[config.mk]
export PLATFORM = sky130hd
export DESIGN_NAME = counter_flat
export DESIGN_NICKNAME = d
export VERILOG_FILES = /design/src/rtl/counter_if.sv /design/src/rtl/counter.sv /design/src/flat_wrapper.sv
export SDC_FILE = /design/constraint.sdc
export NUM_CORES = 1
export LEC_CHECK = 0
export ABC_AREA = 1
export BUFFER_PORTS_ARGS = -buffer_cell sky130_fd_sc_hd__buf_4
export CELL_PAD_IN_SITES_DETAIL_PLACEMENT = 1
export CELL_PAD_IN_SITES_GLOBAL_PLACEMENT = 1
export CORE_AREA = 2 2 39 41
export DETAILED_ROUTE_END_ITERATION = 8
export DIE_AREA = 0 0 41 43
export PLACE_DENSITY = 0.37
export SYNTH_ARGS = -nofsm -noshare
export SYNTH_HDL_FRONTEND = slang
export SYNTH_SLANG_ARGS = --single-unit
[constraint.sdc]
create_clock -name clk -period 2.1 [get_ports clk]
set_input_delay 0.63 -clock clk [delete_from_list [all_inputs] [get_ports clk]]
set_output_delay 0.63 -clock clk [all_outputs]
set_load 0.05 [all_outputs]
[src/rtl/counter_if.sv]
// Count interface: carries the count enable from the controlling block to the
// counter and the registered count value back.
interface counter_if #(
    parameter int SIZE = 4
);
    logic            enable;
    logic [SIZE-1:0] counter_output;

    // Controlling side: drives enable, observes the count.
    modport master (
        output enable,
        input  counter_output
    );

    // Counter side: samples enable, drives the count.
    modport slave (
        input  enable,
        output counter_output
    );
endinterface

[src/rtl/counter.sv]
// Wrap-around up-counter: counts 0..MAX_VALUE on enabled clock edges, then
// returns to 0. Asynchronous active-low reset clears the count at once.
module counter #(
    parameter int SIZE      = 4,
    parameter int MAX_VALUE = (2 ** SIZE) - 1
) (
    input  logic      clk,
    input  logic      reset,
    counter_if.slave  bus
);

    // Reject widths of zero and terminal values that cannot be represented.
    if (SIZE < 1) begin : g_bad_size
        $error("counter: SIZE must be at least 1");
    end
    if (MAX_VALUE < 0) begin : g_bad_max_neg
        $error("counter: MAX_VALUE must not be negative");
    end
    if (longint'(MAX_VALUE) >= (longint'(1) << SIZE)) begin : g_bad_max_range
        $error("counter: MAX_VALUE must be below 2**SIZE");
    end

    // Terminal value truncated to the counter width for an exact compare.
    localparam logic [SIZE-1:0] MAX_CNT = SIZE'(MAX_VALUE);

    logic [SIZE-1:0] count;
    logic            at_max;
    logic            over_max;

    // Terminal detect; an out-of-range state is treated like the terminal
    // value so the next enabled edge recovers to 0.
    always_comb begin
        at_max   = (count == MAX_CNT);
        over_max = (count > MAX_CNT);
    end

    // Count register: reset clears, enable advances or wraps, otherwise hold.
    always_ff @(posedge clk or negedge reset) begin
        if (!reset) begin
            count <= '0;
        end else if (bus.enable) begin
            if (at_max || over_max) begin
                count <= '0;
            end else begin
                count <= count + 1'b1;
            end
        end
    end

    assign bus.counter_output = count;

endmodule

[src/flat_wrapper.sv]
// flat-port wrapper written by rule: the top's interface ports become plain ports
module counter_flat 
#(
    parameter int SIZE      = 4,
    parameter int MAX_VALUE = (2 ** SIZE) - 1
)
  (clk, reset, bus_enable, bus_counter_output);
  counter_if #(.SIZE(SIZE)) bus_i ();
  input  logic clk;
  input  logic reset;
  input wire logic [$bits(bus_i.enable)-1:0] bus_enable;
  output wire logic [$bits(bus_i.counter_output)-1:0] bus_counter_output;
  assign bus_i.enable = bus_enable;
  assign bus_counter_output = bus_i.counter_output;
  counter #(.SIZE(SIZE), .MAX_VALUE(MAX_VALUE)) u_core (.clk(clk), .reset(reset), .bus(bus_i));
endmodule
==> out/qor.txt, run 1 <==
Overall Global Routing Usage: 0.07344
Tot Pwr: 0.0004784 W
Synth Area in XOR/XNOR: 0.04487
Max Fclk: 661.9 MHz
Switching Share: 0.4873
max-slew violations: 0
DP Area: 260.3 um2
CP Max Fanout: 5
CTS H-tree lvls: 1
fraction of the mapped netlist area in simple logic gates: 0.2244
number of flops mapped to enable cells by yosys: 0
diode count: 0
DRC viols: 0
Setup TNS: 0 ns
internal power: 0.0002453 W
dominant synthesized flop cell: dfrtp_1
post-synthesis async set-or-reset flop share: 1.000
Buffers on Ports: 6
pwr dens: 1692 nW/um2
worst stage delay on the critical path: 0.42 ns
gpl congestion: 0.6622
critical path's slowest cell: dfrtp_1
die span in y: 43 um
P&R area growth vs syn: 44.87%
most frequent cells after synthesis: nand2_1 (6), dfrtp_1 (4), inv_1 (4)
antenna-violating nets left: 0
clock network power share: 0.197
global-route wire length before repair: 793 um
Initial Utilization: 0.1410
Synth Area in Compound Gates: 0.07692
WHS: 0.1890 ns
final net count: 38
number of global-route vias before repair: 192
TritonCTS clock tree: done
Detail Placement HPWL: 361.4 um
CP endpoint kind: output pin
clk_skew: 0.0005807 ns
Slew headroom: 0.8807
final worst-path cycle share: 0.7194
number of synthesis warnings: 0
filler cell count: 171
leak pwr: 0.1386 nW
clock tree buffer depth: 2
Max-Cap Viols: 0
Hold Fails Final Rpt: 0
Avg Synthesized Cell Area: 8.486 um2
# hold bufs at CTS: 0
Die X: 41 um
Synth area leader: dfrtp_1
WP buf/inv: 1
max reg flops: 4
Multi-input gate area: 80.08 um2
DRT Wirelength: 438 um
pin count of the biggest net entering global routing: 8
cells after synthesis: 23
clock latency on the worst-skew pair: 0.23 ns
Pre-Repair DR Iteration Count: 2
Adder-Cell Fraction of Synth Area: 0.06410
DIE AREA: 1763 um2
mux contribution to synthesized area: 0
row cnt: 14
Max IR drop VDD: 0.0003721 V
sequential share of power: 0.311
syn nets: 27
Overflow after GRT: 0
Worst-path clk slew: 0.04 ns
Resize count post-CTS: 0
sequential cell area: 100.1 um2
final worst path period need: 1.511 ns
Post-Syn Area: 195.2 um2
critical path data required time: 1.47 ns
worst-path cell chain: buf_4
crit path DAT: 0.88 ns
FF+latch count, synth: 4
count leader, synth: nand2_1
Clock Sinks: 4
status: finished, final reports clean
Netlist cell types: 8
core area: 1384 um2
top post-synthesis cells by area: dfrtp_1 (51%), nand2_1 (12%), nand3_1 (7.7%)
Setup violations, final: 0
layout cell share with drive strength beyond 1: 0.3125
Seq/Total Area, Yosys: 0.5128
largest family of logic cells by synthesized area: simple AND/OR/NAND/NOR gates
DR WL/cell: 9.125 um
Initial DRC Count: 1
cts bufs inserted: 3
RSZ-0062 raised after global routing: false
cell family with most CP delay: flip-flops
clk root buf: clkbuf_4
CP startpoint kind: flip-flop
via/cell ratio: 3.729
part of the power in combinational logic: 0.492
Psw: 0.0002331 W
Worst Setup Path Type: flip-flop to output pin
post-route cell area: 282.8 um2
Tightest Hold Check Type: input port to async pin
# IOs: 7
via count: 179
worst slew pin tran: 0.1790 ns
Yosys top cell area share: 0.5128
setup bufs post-CTS: 0
initial antenna violation count: 0
## layout by cell type, fill, tap and decap left out
master	count
buf_4	6
clkbuf_4	3
dfrtp_1	4
ha_1	1
inv_1	4
nand2_1	6
nand3_1	3
nor2_2	1
o21ai_0	3
xor2_1	1
## path summary, 6_finish.rpt
check / start / end / slack, ns / cells after the start
worst min-delay path: reset / u_core.bus.counter_output[2] / 0.19 / 1
worst max-delay path: u_core.bus.counter_output[2] / bus_counter_output[2] / 0.59 / 1
min in group clk: u_core.bus.counter_output[1] / u_core.bus.counter_output[1] / 0.58 / 2
max in group asynchronous: reset / u_core.bus.counter_output[3] / 1.81 / 1
worst min register to register: u_core.bus.counter_output[1] / u_core.bus.counter_output[1] / 0.58 / 2
worst max register to register: u_core.bus.counter_output[0] / u_core.bus.counter_output[2] / 1.07 / 4
## logic make-up after synthesis
family,count (synthesis)
flip-flops,4
XOR/XNOR,1
AO/OA/AOI/OAI,3
adder cells (fa/ha/maj),1
buffers and inverters,4
AND/OR/NAND/NOR,10
## power by group through the flow
stage / Sequential, W / Combinational, W / Clock [W]
finish: 0.000149 / 0.000235 / 0.0000944
global route: 0.000157 / 0.000257 / 0.000105
CTS: 0.000151 / 0.000239 / 0.0000988
detailed placement: 0.000151 / 0.000239 / 0
global placement: 0.000146 / 0.000238 / 0
floorplan: 0.000253 / 0.0000568 / 0
## area by class of cell
type,instances,area share
inverters,4,0.05310
clock buffers,3,0.07965
well taps,16,0.07080
flip-flops and latches,4,0.3540
repair buffers,6,0.1593
multi-input cells,15,0.2832
## routing by layer
layer	routed length (um)	up-vias	GRT usage
met5	0	-	0
li1	-	91	-
met3	41	0	0.05236
met4	0	0	0.06000
met2	195	6	0.07813
met1	201	82	0.09385
## per-stage QoR
stage          utilization  std cells  worst slack, ns
6_report            0.2043         48           0.5892
5_1_grt             0.2043         48           0.5462
4_1_cts             0.2043         48           0.5825
3_5_place_dp        0.1881         45           0.8341
3_3_place_gp        0.1881         45           0.8624
2_1_floorplan            -         23           0.8136
Power figures use the tool's default switching activity.
==> inputs of run 2 (changes only) <==
==> constraint.sdc (replaced) <==
create_clock -name clk -period 1.4 [get_ports clk]
set_input_delay 0.42 -clock clk [delete_from_list [all_inputs] [get_ports clk]]
set_output_delay 0.42 -clock clk [all_outputs]
set_load 0.05 [all_outputs]
==> run 2 against run 1 <==
Clock skew unchanged. Power grew 50%. Setup slack got worse by 0.49 ns. Clock power is 50% higher. Global-route usage did not move. Count of clock-buffer cells in the layout unchanged. Register-to-register slack got worse by 0.70 ns. Critical path depth stayed put. Via count stayed put. Core utilization increased by 0.72 points. Non-clock buffer count is 1 higher. Critical endpoint unchanged.
==> out/qor.txt, run 2 (synthesized netlist as in run 1, its figures left out) <==
Initial DRC Count: 1 (unchanged)
worst slew pin tran: 0.1779 ns (-0.001075 ns)
antenna-violating nets left: 0 (unchanged)
flop-to-flop setup slack: 0.37 ns (-0.70 ns)
Slew headroom: 0.8814 (about the same)
pwr dens: 2458 nW/um2 (+45%)
Overflow after GRT: 0 (unchanged)
min-delay src: bus_enable
Post-Layout Cell Count: 49 (+2.1%)
setup bufs post-CTS: 0 (unchanged)
initial antenna violation count: 0 (unchanged)
core area: 1384 um2 (unchanged)
Clock Sinks: 4 (unchanged)
worst-path cell chain: buf_4
WP buf/inv: 1 (unchanged)
crit path capture: bus_counter_output[2]
# IOs: 7 (unchanged)
crit path DAT: 0.88 ns (about the same)
status: finished, final reports clean
global-route wire length before repair: 793 um (unchanged)
TritonCTS clock tree: done
final net count: 39 (+2.6%)
top layer in use: met3
clk root buf: clkbuf_4
clock latency on the worst-skew pair: 0.23 ns (about the same)
critical path data required time: 0.98 ns (-0.49 ns)
final worst-path cycle share: 0.9283
diode count: 0 (unchanged)
Pre-Repair DR Iteration Count: 2 (unchanged)
layout cell share with drive strength beyond 1: 0.3030 (-0.009470)
Crit. Startpoint: u_core.bus.counter_output[2]
worst stage delay on the critical path: 0.42 ns (about the same)
Worst Setup Path Type: flip-flop to output pin
max-slew violations: 0 (unchanged)
Max IR drop VDD: 0.0005604 V (+51%)
Worst R2R Path Depth: 4 (unchanged)
critical path's slowest cell: dfrtp_1
cell family with most CP delay: flip-flops
Initial Utilization: 0.1410 (unchanged)
DR WL/cell: 9.000 um (-1.4%)
pin count of the biggest net entering global routing: 8 (unchanged)
clock tree buffer depth: 2 (unchanged)
clk_skew: 0.0005807 ns (unchanged)
CTS H-tree lvls: 1 (unchanged)
DRT Wirelength: 441 um (+0.68%)
Setup TNS: 0 ns (unchanged)
DIE AREA: 1763 um2 (unchanged)
Multi-input gate area: 80.08 um2 (unchanged)
Metal-1 WL: 206 um (+2.5%)
worst flop-to-flop path endpoint: u_core.bus.counter_output[2]
via/cell ratio: 3.653 (-2.0%)
Die X: 41 um (unchanged)
most frequent cells in the layout: nand2_1 (6), buf_4 (6), inv_1 (4), dfrtp_1 (4)
final worst path period need: 1.300 ns
DRC viols: 0 (unchanged)
filler cell count: 171 (unchanged)
RSZ-0062 raised after global routing: false
metal2 WL: 193 um (-1.0%)
Overall Global Routing Usage: 0.07344 (unchanged)
Max Fclk: 769.4 MHz
cts bufs inserted: 3 (unchanged)
placed cells: 45 (unchanged)
max reg flops: 4 (unchanged)
Setup violations, final: 0 (unchanged)
Worst-path clk slew: 0.04 ns (about the same)
P&R area growth vs syn: 50.00%
Tot Pwr: 0.0007196 W (+50%)
CP Max Fanout: 5 (unchanged)
via count: 179 (unchanged)
Buffers on Ports: 6 (unchanged)
Hold Fails Final Rpt: 0 (unchanged)
worst r2r src: u_core.bus.counter_output[0]
number of global-route vias before repair: 192 (unchanged)
cell count along the critical path: 1 (unchanged)
sequential cell area: 100.1 um2 (unchanged)
Detail Placement HPWL: 361.4 um (unchanged)
CP startpoint kind: flip-flop
metal3 WL: 41 um (unchanged)
Max-Cap Viols: 0 (unchanged)
row cnt: 14 (unchanged)
CP endpoint kind: output pin
gpl congestion: 0.6622 (unchanged)
die span in y: 43 um (unchanged)
Tightest Hold Check Type: input port to flip-flop
leak pwr: 0.1428 nW (+3.0%)
run 2: cell count changes in the layout (fill, tap and decap cells not counted), sizes merged:
cell / previous run / this run
dlygate4sd3: 0 / 1
run 2: through the flow:
stage	setup WS, ns	hold WS (ns)	utilization	cell area, um2
global route	0.05700	0.4488	0.2116	292.8
detailed placement	0.3441	0.2235	0.1881	260.3
finish	0.1003	0.4333	0.2116	292.8
floorplan	0.1492	0.1244	-	195.2
global placement	0.3724	0.2222	0.1881	260.3
CTS	0.09252	0.4378	0.2116	292.8
run 2: final cells by class:
type,instances,share of cell area
clock buffers,3,0.07692
inverters,4,0.05128
multi-input cells,15,0.2735
flip-flops and latches,4,0.3419
well taps,16,0.06838
repair buffers,7,0.1880
run 2: worst min-delay path by stage:
stage,endpoint,cells past startpoint,slack (ns)
after floorplan,u_core.bus.counter_output[0],0,0.12
after global placement,u_core.bus.counter_output[2],1,0.22
after detailed placement,u_core.bus.counter_output[2],1,0.22
after CTS,u_core.bus.counter_output[1],2,0.44
after global routing,u_core.bus.counter_output[1],2,0.45
final,u_core.bus.counter_output[0],2,0.43
run 2: where the power goes:
part           switching, W  total [W]  internal, W
logic              0.000245   0.000355     0.000110
registers         0.0000587   0.000223     0.000164
clock network     0.0000457   0.000142    0.0000958
total              0.000350   0.000720     0.000370
run 2: what timing repair did:
| action | 4_1_cts | 5_1_grt |
|---|---|---|
| gates resized for setup | 0 | 0 |
| hold endpoints to repair | 4 | 0 |
| hold buffers | 1 | 0 |
run 2: layer usage:
metal	vias to the layer above	global-route usage
li1	93	-
met1	80	0.09385
met2	6	0.07813
met3	0	0.05236
met4	0	0.06000
met5	-	0
